$ cat src/rtl/microsequencer_if.sv
// Microsequencer bus: microstore/encoder inputs and sequencing outputs.
//   slave  : the sequencer (consumes next-state controls, drives state/status)
//   master : the controller or bench (drives controls, observes state/status)
//   enc_state    10  decoded microstate for the current instruction
//   ns_sel        3  next-state select from the microstore word
//   cr_addr      10  jump target from the microstore word
//   cond, inv     1  condition-tester result and its inversion
//   moc_wait      1  current state waits on memory-operation-complete
//   moc           1  memory operation complete
//   state_number 10  current microstate (registered)
//   stalled       1  state is being held waiting on moc (combinational)
//   timeout       1  sticky memory-timeout flag
interface microsequencer_if;
  localparam int unsigned SW = 10;
  localparam int unsigned NW = 3;

  logic [SW-1:0] enc_state;
  logic [NW-1:0] ns_sel;
  logic [SW-1:0] cr_addr;
  logic          cond;
  logic          inv;
  logic          moc_wait;
  logic          moc;
  logic [SW-1:0] state_number;
  logic          stalled;
  logic          timeout;

  modport slave (
    input  enc_state, ns_sel, cr_addr, cond, inv, moc_wait, moc,
    output state_number, stalled, timeout
  );

  modport master (
    output enc_state, ns_sel, cr_addr, cond, inv, moc_wait, moc,
    input  state_number, stalled, timeout
  );
endinterface

$ cat src/rtl/microsequencer.sv
// Microsequencer: selects the next microstate from the microstore word, holds
// while a memory operation is outstanding, and jumps to ERR_STATE if the
// memory does not respond within MOC_TIMEOUT cycles.
//   clk   : rising-edge clock
//   reset : asynchronous active-high reset
//   bus   : microsequencer_if.slave (controls in, state/status out)
module microsequencer #(
  parameter logic [9:0]  FETCH_STATE = 10'd1,
  parameter logic [9:0]  ERR_STATE   = 10'd1023,
  parameter int unsigned MOC_TIMEOUT = 16
) (
  input  logic               clk,
  input  logic               reset,
  microsequencer_if.slave    bus
);
  localparam int unsigned SW = 10;
  localparam int unsigned CW = 8;
  localparam logic [CW-1:0] CNT_LAST = CW'(MOC_TIMEOUT - 1);

  logic [SW-1:0] state_q, state_d;
  logic [CW-1:0] cnt_q, cnt_d;
  logic          timeout_q, timeout_d;
  logic [SW-1:0] sel_ns;
  logic [SW-1:0] inc_ns;
  logic          wait_c;

  // State register
  always_ff @(posedge clk or posedge reset) begin
    if (reset) begin
      state_q   <= '0;
      cnt_q     <= '0;
      timeout_q <= 1'b0;
    end else begin
      state_q   <= state_d;
      cnt_q     <= cnt_d;
      timeout_q <= timeout_d;
    end
  end

  // Next-state selection and stall/timeout handling
  always_comb begin
    state_d   = state_q;
    cnt_d     = cnt_q;
    timeout_d = timeout_q;
    inc_ns    = state_q + SW'(1);
    wait_c    = bus.moc_wait & ~bus.moc;

    unique case (bus.ns_sel)
      3'b000:  sel_ns = bus.enc_state;
      3'b001:  sel_ns = inc_ns;
      3'b010:  sel_ns = bus.cr_addr;
      3'b011:  sel_ns = (bus.cond ^ bus.inv) ? bus.cr_addr : inc_ns;
      default: sel_ns = FETCH_STATE;
    endcase

    if (wait_c) begin
      // Last permitted stall cycle with no moc: abandon to the error state
      if (cnt_q == CNT_LAST) begin
        state_d   = ERR_STATE;
        cnt_d     = '0;
        timeout_d = 1'b1;
      end else begin
        cnt_d = cnt_q + CW'(1);
      end
    end else begin
      state_d = sel_ns;
      cnt_d   = '0;
    end
  end

  // Outputs; stalled follows the live inputs but is forced low in reset
  always_comb begin
    bus.stalled      = 1'b0;
    if (!reset) bus.stalled = bus.moc_wait & ~bus.moc;
    bus.state_number = state_q;
    bus.timeout      = timeout_q;
  end
endmodule

$ cat src/flat_wrapper.sv
// flat-port wrapper written by rule: the top's interface ports become plain ports
module microsequencer_flat 
#(
  parameter logic [9:0]  FETCH_STATE = 10'd1,
  parameter logic [9:0]  ERR_STATE   = 10'd1023,
  parameter int unsigned MOC_TIMEOUT = 16
)
  (clk, reset, bus_enc_state, bus_ns_sel, bus_cr_addr, bus_cond, bus_inv, bus_moc_wait, bus_moc, bus_state_number, bus_stalled, bus_timeout);
  microsequencer_if bus_i ();
  input  logic clk;
  input  logic reset;
  input wire logic [$bits(bus_i.enc_state)-1:0] bus_enc_state;
  input wire logic [$bits(bus_i.ns_sel)-1:0] bus_ns_sel;
  input wire logic [$bits(bus_i.cr_addr)-1:0] bus_cr_addr;
  input wire logic [$bits(bus_i.cond)-1:0] bus_cond;
  input wire logic [$bits(bus_i.inv)-1:0] bus_inv;
  input wire logic [$bits(bus_i.moc_wait)-1:0] bus_moc_wait;
  input wire logic [$bits(bus_i.moc)-1:0] bus_moc;
  output wire logic [$bits(bus_i.state_number)-1:0] bus_state_number;
  output wire logic [$bits(bus_i.stalled)-1:0] bus_stalled;
  output wire logic [$bits(bus_i.timeout)-1:0] bus_timeout;
  assign bus_i.enc_state = bus_enc_state;
  assign bus_i.ns_sel = bus_ns_sel;
  assign bus_i.cr_addr = bus_cr_addr;
  assign bus_i.cond = bus_cond;
  assign bus_i.inv = bus_inv;
  assign bus_i.moc_wait = bus_moc_wait;
  assign bus_i.moc = bus_moc;
  assign bus_state_number = bus_i.state_number;
  assign bus_stalled = bus_i.stalled;
  assign bus_timeout = bus_i.timeout;
  microsequencer #(.FETCH_STATE(FETCH_STATE), .ERR_STATE(ERR_STATE), .MOC_TIMEOUT(MOC_TIMEOUT)) u_core (.clk(clk), .reset(reset), .bus(bus_i));
endmodule
$ cat config.mk
export PLATFORM = sky130hd
export DESIGN_NAME = microsequencer_flat
export DESIGN_NICKNAME = d
export VERILOG_FILES = /design/src/rtl/microsequencer_if.sv /design/src/rtl/microsequencer.sv /design/src/flat_wrapper.sv
export SDC_FILE = /design/constraint.sdc
export NUM_CORES = 1
export LEC_CHECK = 0
export ABC_AREA = 1
export CAP_MARGIN = 20
export CORE_ASPECT_RATIO = 1.75
export CORE_UTILIZATION = 50
export DETAILED_ROUTE_END_ITERATION = 12
export GPL_TIMING_DRIVEN = 0
export PLACE_DENSITY = 0.85
export SKIP_CTS_REPAIR_TIMING = 1
export SYNTH_ARGS = -nofsm -noshare
export SYNTH_HDL_FRONTEND = slang
export SYNTH_SLANG_ARGS = --single-unit
$ cat constraint.sdc
create_clock -name clk -period 2.3 [get_ports clk]
set_input_delay 0.69 -clock clk [delete_from_list [all_inputs] [get_ports clk]]
set_output_delay 0.69 -clock clk [all_outputs]
set_load 0.1 [all_outputs]
Yosys cells after proc, flatten, opt, wreduce, memory -nomap -nowiden
Index checks and enable logic that the tools add are counted.

storage, ports and cells
  register bits after elaboration = 19
  logic and storage cells = 22

operators by class
  mux-type cells = 7
  bitwise logic cells = 3
  reduce and logical (&&, ||, !) cells = 2
  $add $sub $neg = 2
  equality and inequality tests = 5

operators by type and width
  operator                                                                number
  10-bit one-hot mux with 4 select lines                                  1
  10-bit two-way mux                                                      3
  8-bit two-way mux                                                       2
  10-bit by 1-bit adder with 10-bit output (second input constant)        1
  8-bit by 1-bit adder with 8-bit output (second input constant)          1
  8-bit by 4-bit equality test with 1-bit output (second input constant)  1
  3-bit by 2-bit equality test with 1-bit output (second input constant)  2
  3-bit by 1-bit equality test with 1-bit output (second input constant)  1
  3-bit zero test                                                         1
  2-bit != test (second input constant)                                   1
  2-bit AND reduction                                                     1
  1-bit AND                                                               1
  1-bit two-way mux                                                       1
  1-bit NOT                                                               1
  1-bit bitwise XOR                                                       1

Depth between registers and ports, before layout
  depth after elaboration = 4
  mapped depth = 10
  mapped depth without buffers = 10

Least setup slack after synthesis
Ideal clock, no wire load.

  path type = in2out
  start point = input port bus_moc_wait
  end point = output port bus_stalled
  stages on the path = 4
  arrival = 2.181 ns
  path buffers = 0
  slack = -0.571 ns
  path through = inv_1 -> nor2_1 -> inv_1 -> nor2_1

between the ends
  cells in the longest elaborated chain, start to end = 2

ends and longest elaborated chain
  what               line                  text
  start, declared    flat_wrapper.sv:17    input wire logic [$bits(bus_i.moc_wait)-1:0] bus_moc_wait;
  1-bit AND          microsequencer.sv:74  if (!reset) bus.stalled = bus.moc_wait & ~bus.moc;
  1-bit two-way mux  microsequencer.sv:74
  end, declared      flat_wrapper.sv:20    output wire logic [$bits(bus_i.stalled)-1:0] bus_stalled;

Every way passes these cells.

Worst setup path in the final report
Ends and elaborated chain as after synthesis.

==> metrics.txt <==
IO buf count=40; Max VDD drop=0.292 mV; crit-path max cell delay=450 ps; Endpoint, Worst Hold=u_core.cnt_q[7]; Die X=40.6 um; antenna cells=0; worst-margin pin slew=978 ps; worst reg2reg path startpoint=u_core.cnt_q[0]; Clock Pin Slew Worst Setup and Hold Paths=70 ps; fraction of layout cells with a size suffix above 1=7.41%; Finish-stage setup viols=1; Routability Congestion=0.816; Critical Path End Type=output port; num rows=24; routed vias=1413; maxcap violations=0; number of max-slew violations in the final report=0; Netlist cell types=22; area of the multi-input gates=707 um2; dpl cells=265; Syn Area/Cell=6.56 um2; Reg area=475 um2; CP max FO=5; maximum clock rate=417 MHz; failing checks=negative setup slack; final total power=892 uW; commonest cells after routing, fill and taps aside=nand2_1, clkdlybuf4s50_1, inv_1; Reg power frac=41.3%; H-tree depth=1; gr usage total=26.4%; yosys warns=0; DRT iter0 DRCs=33; clock sink total=19; Placed Area=0.00175 mm2; Initial Utilization=52.4%; leakage power=1.06 nW; fillers=215; RSZ-0062 raised after global routing=true; nets=275; sum of negative setup slack=-97.3 ps; DP HPWL=2570 um; crit path time final=2400 ps; HP Class=flop to flop; R2R Path End=u_core.bus.state_number[0]; crit path DAT=1710 ps; fraction of the cycle the final worst path needs=104%; worst skew pair latency=260 ps; Reg2Reg Depth=9; register area share after synthesis=36.4%; most common cell after layout, fill and taps aside=nand2_1; type of the worst setup path=primary input to output port; Routed Antenna Nets=0; Crit path depth=6; CTS max path bufs=2; Min-Delay Path Depth=1; Comb pwr share=32.0%; drt pass-1 iters=4; Die Y=69.6 um; Net Count, Synth=230; delay-heaviest family, CP=buffers and inverters; global route overflow=0; die area=0.00283 mm2; pin count of the biggest net entering global routing=20; Post-Synthesis Cells=199; switch share=36.0%; CP Data Required Time=1610 ps; Area Overhead vs Synth=40.3%; run status=complete, but fails checks; worst hold start=u_core.cnt_q[7]; Design Area, Final=0.00183 mm2; final setup margin=-97.3 ps; CTS tree=built; Via density=5.25; Core ar.=0.00249 mm2; slowest CP cell=clkdlybuf4s50_1; Finished Layout Cells=269; Synth Register Bits=19; CP Launch Type=primary input; initial antenna violation count=0; Switching Power=321 uW; Root Driver=clkbuf_8; DRC viols=0; vias in the first global route=1335; pwr/cell area=488 mW/mm2; Hold Vio Cnt, Final=0; CP Buf/Inv Count=4; setup slack, reg-to-reg=720 ps; wire per inst=12.3 um; drt total wl=3310 um; IO Pins=41; Synth Cell Area=0.00131 mm2; first-pass GRT wire length=5310 um; P_int=571 uW; Max Clock Skew=1.13 ps; max_slew headroom=34.7%; CTS buffer count=3; clock power share=26.7%; critical path startpoint=bus_moc_wait; crit path cell chain=clkdlybuf4s50_1 -> inv_1 -> nor2_2 -> inv_2 -> nor2_4 -> buf_12
==> power groups by stage <==
stage          clock (mW)  sequential, mW  combinational, mW
3_5_place_dp            0           0.375              0.283
2_1_floorplan           0           0.467             0.0855
6_report            0.238           0.368              0.286
5_1_grt             0.255           0.370              0.306
4_1_cts             0.234           0.368              0.285
3_3_place_gp            0           0.374              0.280
==> worst register-to-register path: cells and delay by family, from the launching register on <==
family	cells	cell delay, ps
adder cells (fa/ha/maj)	1	230
buffers and inverters	3	270
flip-flops	1	400
AND/OR/NAND/NOR	4	450
AO/OA/AOI/OAI	1	130
==> cell families (layout without fill, tap and decap cells) <==
group | count (synthesis) | in the layout | synth area share, %
flops | 19 | 19 | 36.4
compound gates | 20 | 20 | 8.05
buf+inv | 33 | 77 | 10.2
simple gates | 123 | 123 | 42.1
xor+xnor | 2 | 2 | 1.34
fa+ha+maj | 2 | 2 | 1.92
==> state kept, by name, summed over array words and instances (netlist names) <==
register                 flops
u_core.bus.state_number     10
u_core.bus.timeout           1
u_core.cnt_q                 8
==> worst max-delay path by stage <==
stage / to / slack (ps)
floorplan: bus_stalled / 190
global placement: bus_stalled / -1070
detailed placement: bus_stalled / -1060
CTS: bus_stalled / -1070
global route: bus_stalled / -160
finish: bus_stalled / -100
==> cells in the mapped netlist <==
library cell | count | share of area (%)
nand2_1 | 68 | 20
inv_1 | 28 | 8.1
nand3_1 | 25 | 9.6
dfrtp_1 | 19 | 36
nor2_1 | 19 | 5.5
o21ai_0 | 13 | 5.0
a21oi_1 | 4 | 1.5
nand4_1 | 3 | 1.4
nor2_4 | 3 | 2.6
ha_1 | 2 | 1.9
inv_2 | 2 | 0.58
nor2_2 | 2 | 0.96
xor2_1 | 2 | 1.3
and2_4 | 1 | 0.67
buf_2 | 1 | 0.38
buf_6 | 1 | 0.86
clkinv_1 | 1 | 0.29
nand3b_1 | 1 | 0.58
nor3_4 | 1 | 1.2
o211ai_1 | 1 | 0.58
o21ai_1 | 1 | 0.38
o21bai_1 | 1 | 0.58
==> layer usage <==
| metal | vias to the layer above | part of all wire [%] | track usage (%) |
|---|---|---|---|
| met5 | - | 0 | 0 |
| met4 | 0 | 1.4 | 10.7 |
| met3 | 4 | 2.3 | 3.21 |
| met2 | 35 | 60 | 48.5 |
| met1 | 662 | 36 | 26.3 |
| li1 | 712 | - | - |
==> through the flow <==
stage / hold slack, ps / setup WS (ps) / utilization (%)
detailed placement: 455 / -1060 / 70.0
finish: 463 / -97.3 / 73.4
global placement: 445 / -1070 / 70.0
global route: 485 / -162 / 73.4
floorplan: 429 / 191 / -
CTS: 466 / -1070 / 71.8
==> layout make-up <==
| type | count | share of cell area (%) |
|---|---|---|
| inverters | 31 | 6.36 |
| flip-flops and latches | 19 | 26.0 |
| clock buffers | 4 | 2.46 |
| repair buffers | 40 | 23.9 |
| plain buffers | 2 | 0.889 |
| well taps | 26 | 1.78 |
| multi-input cells | 147 | 38.6 |
No activity file was read; power rests on OpenSTA's default activity.
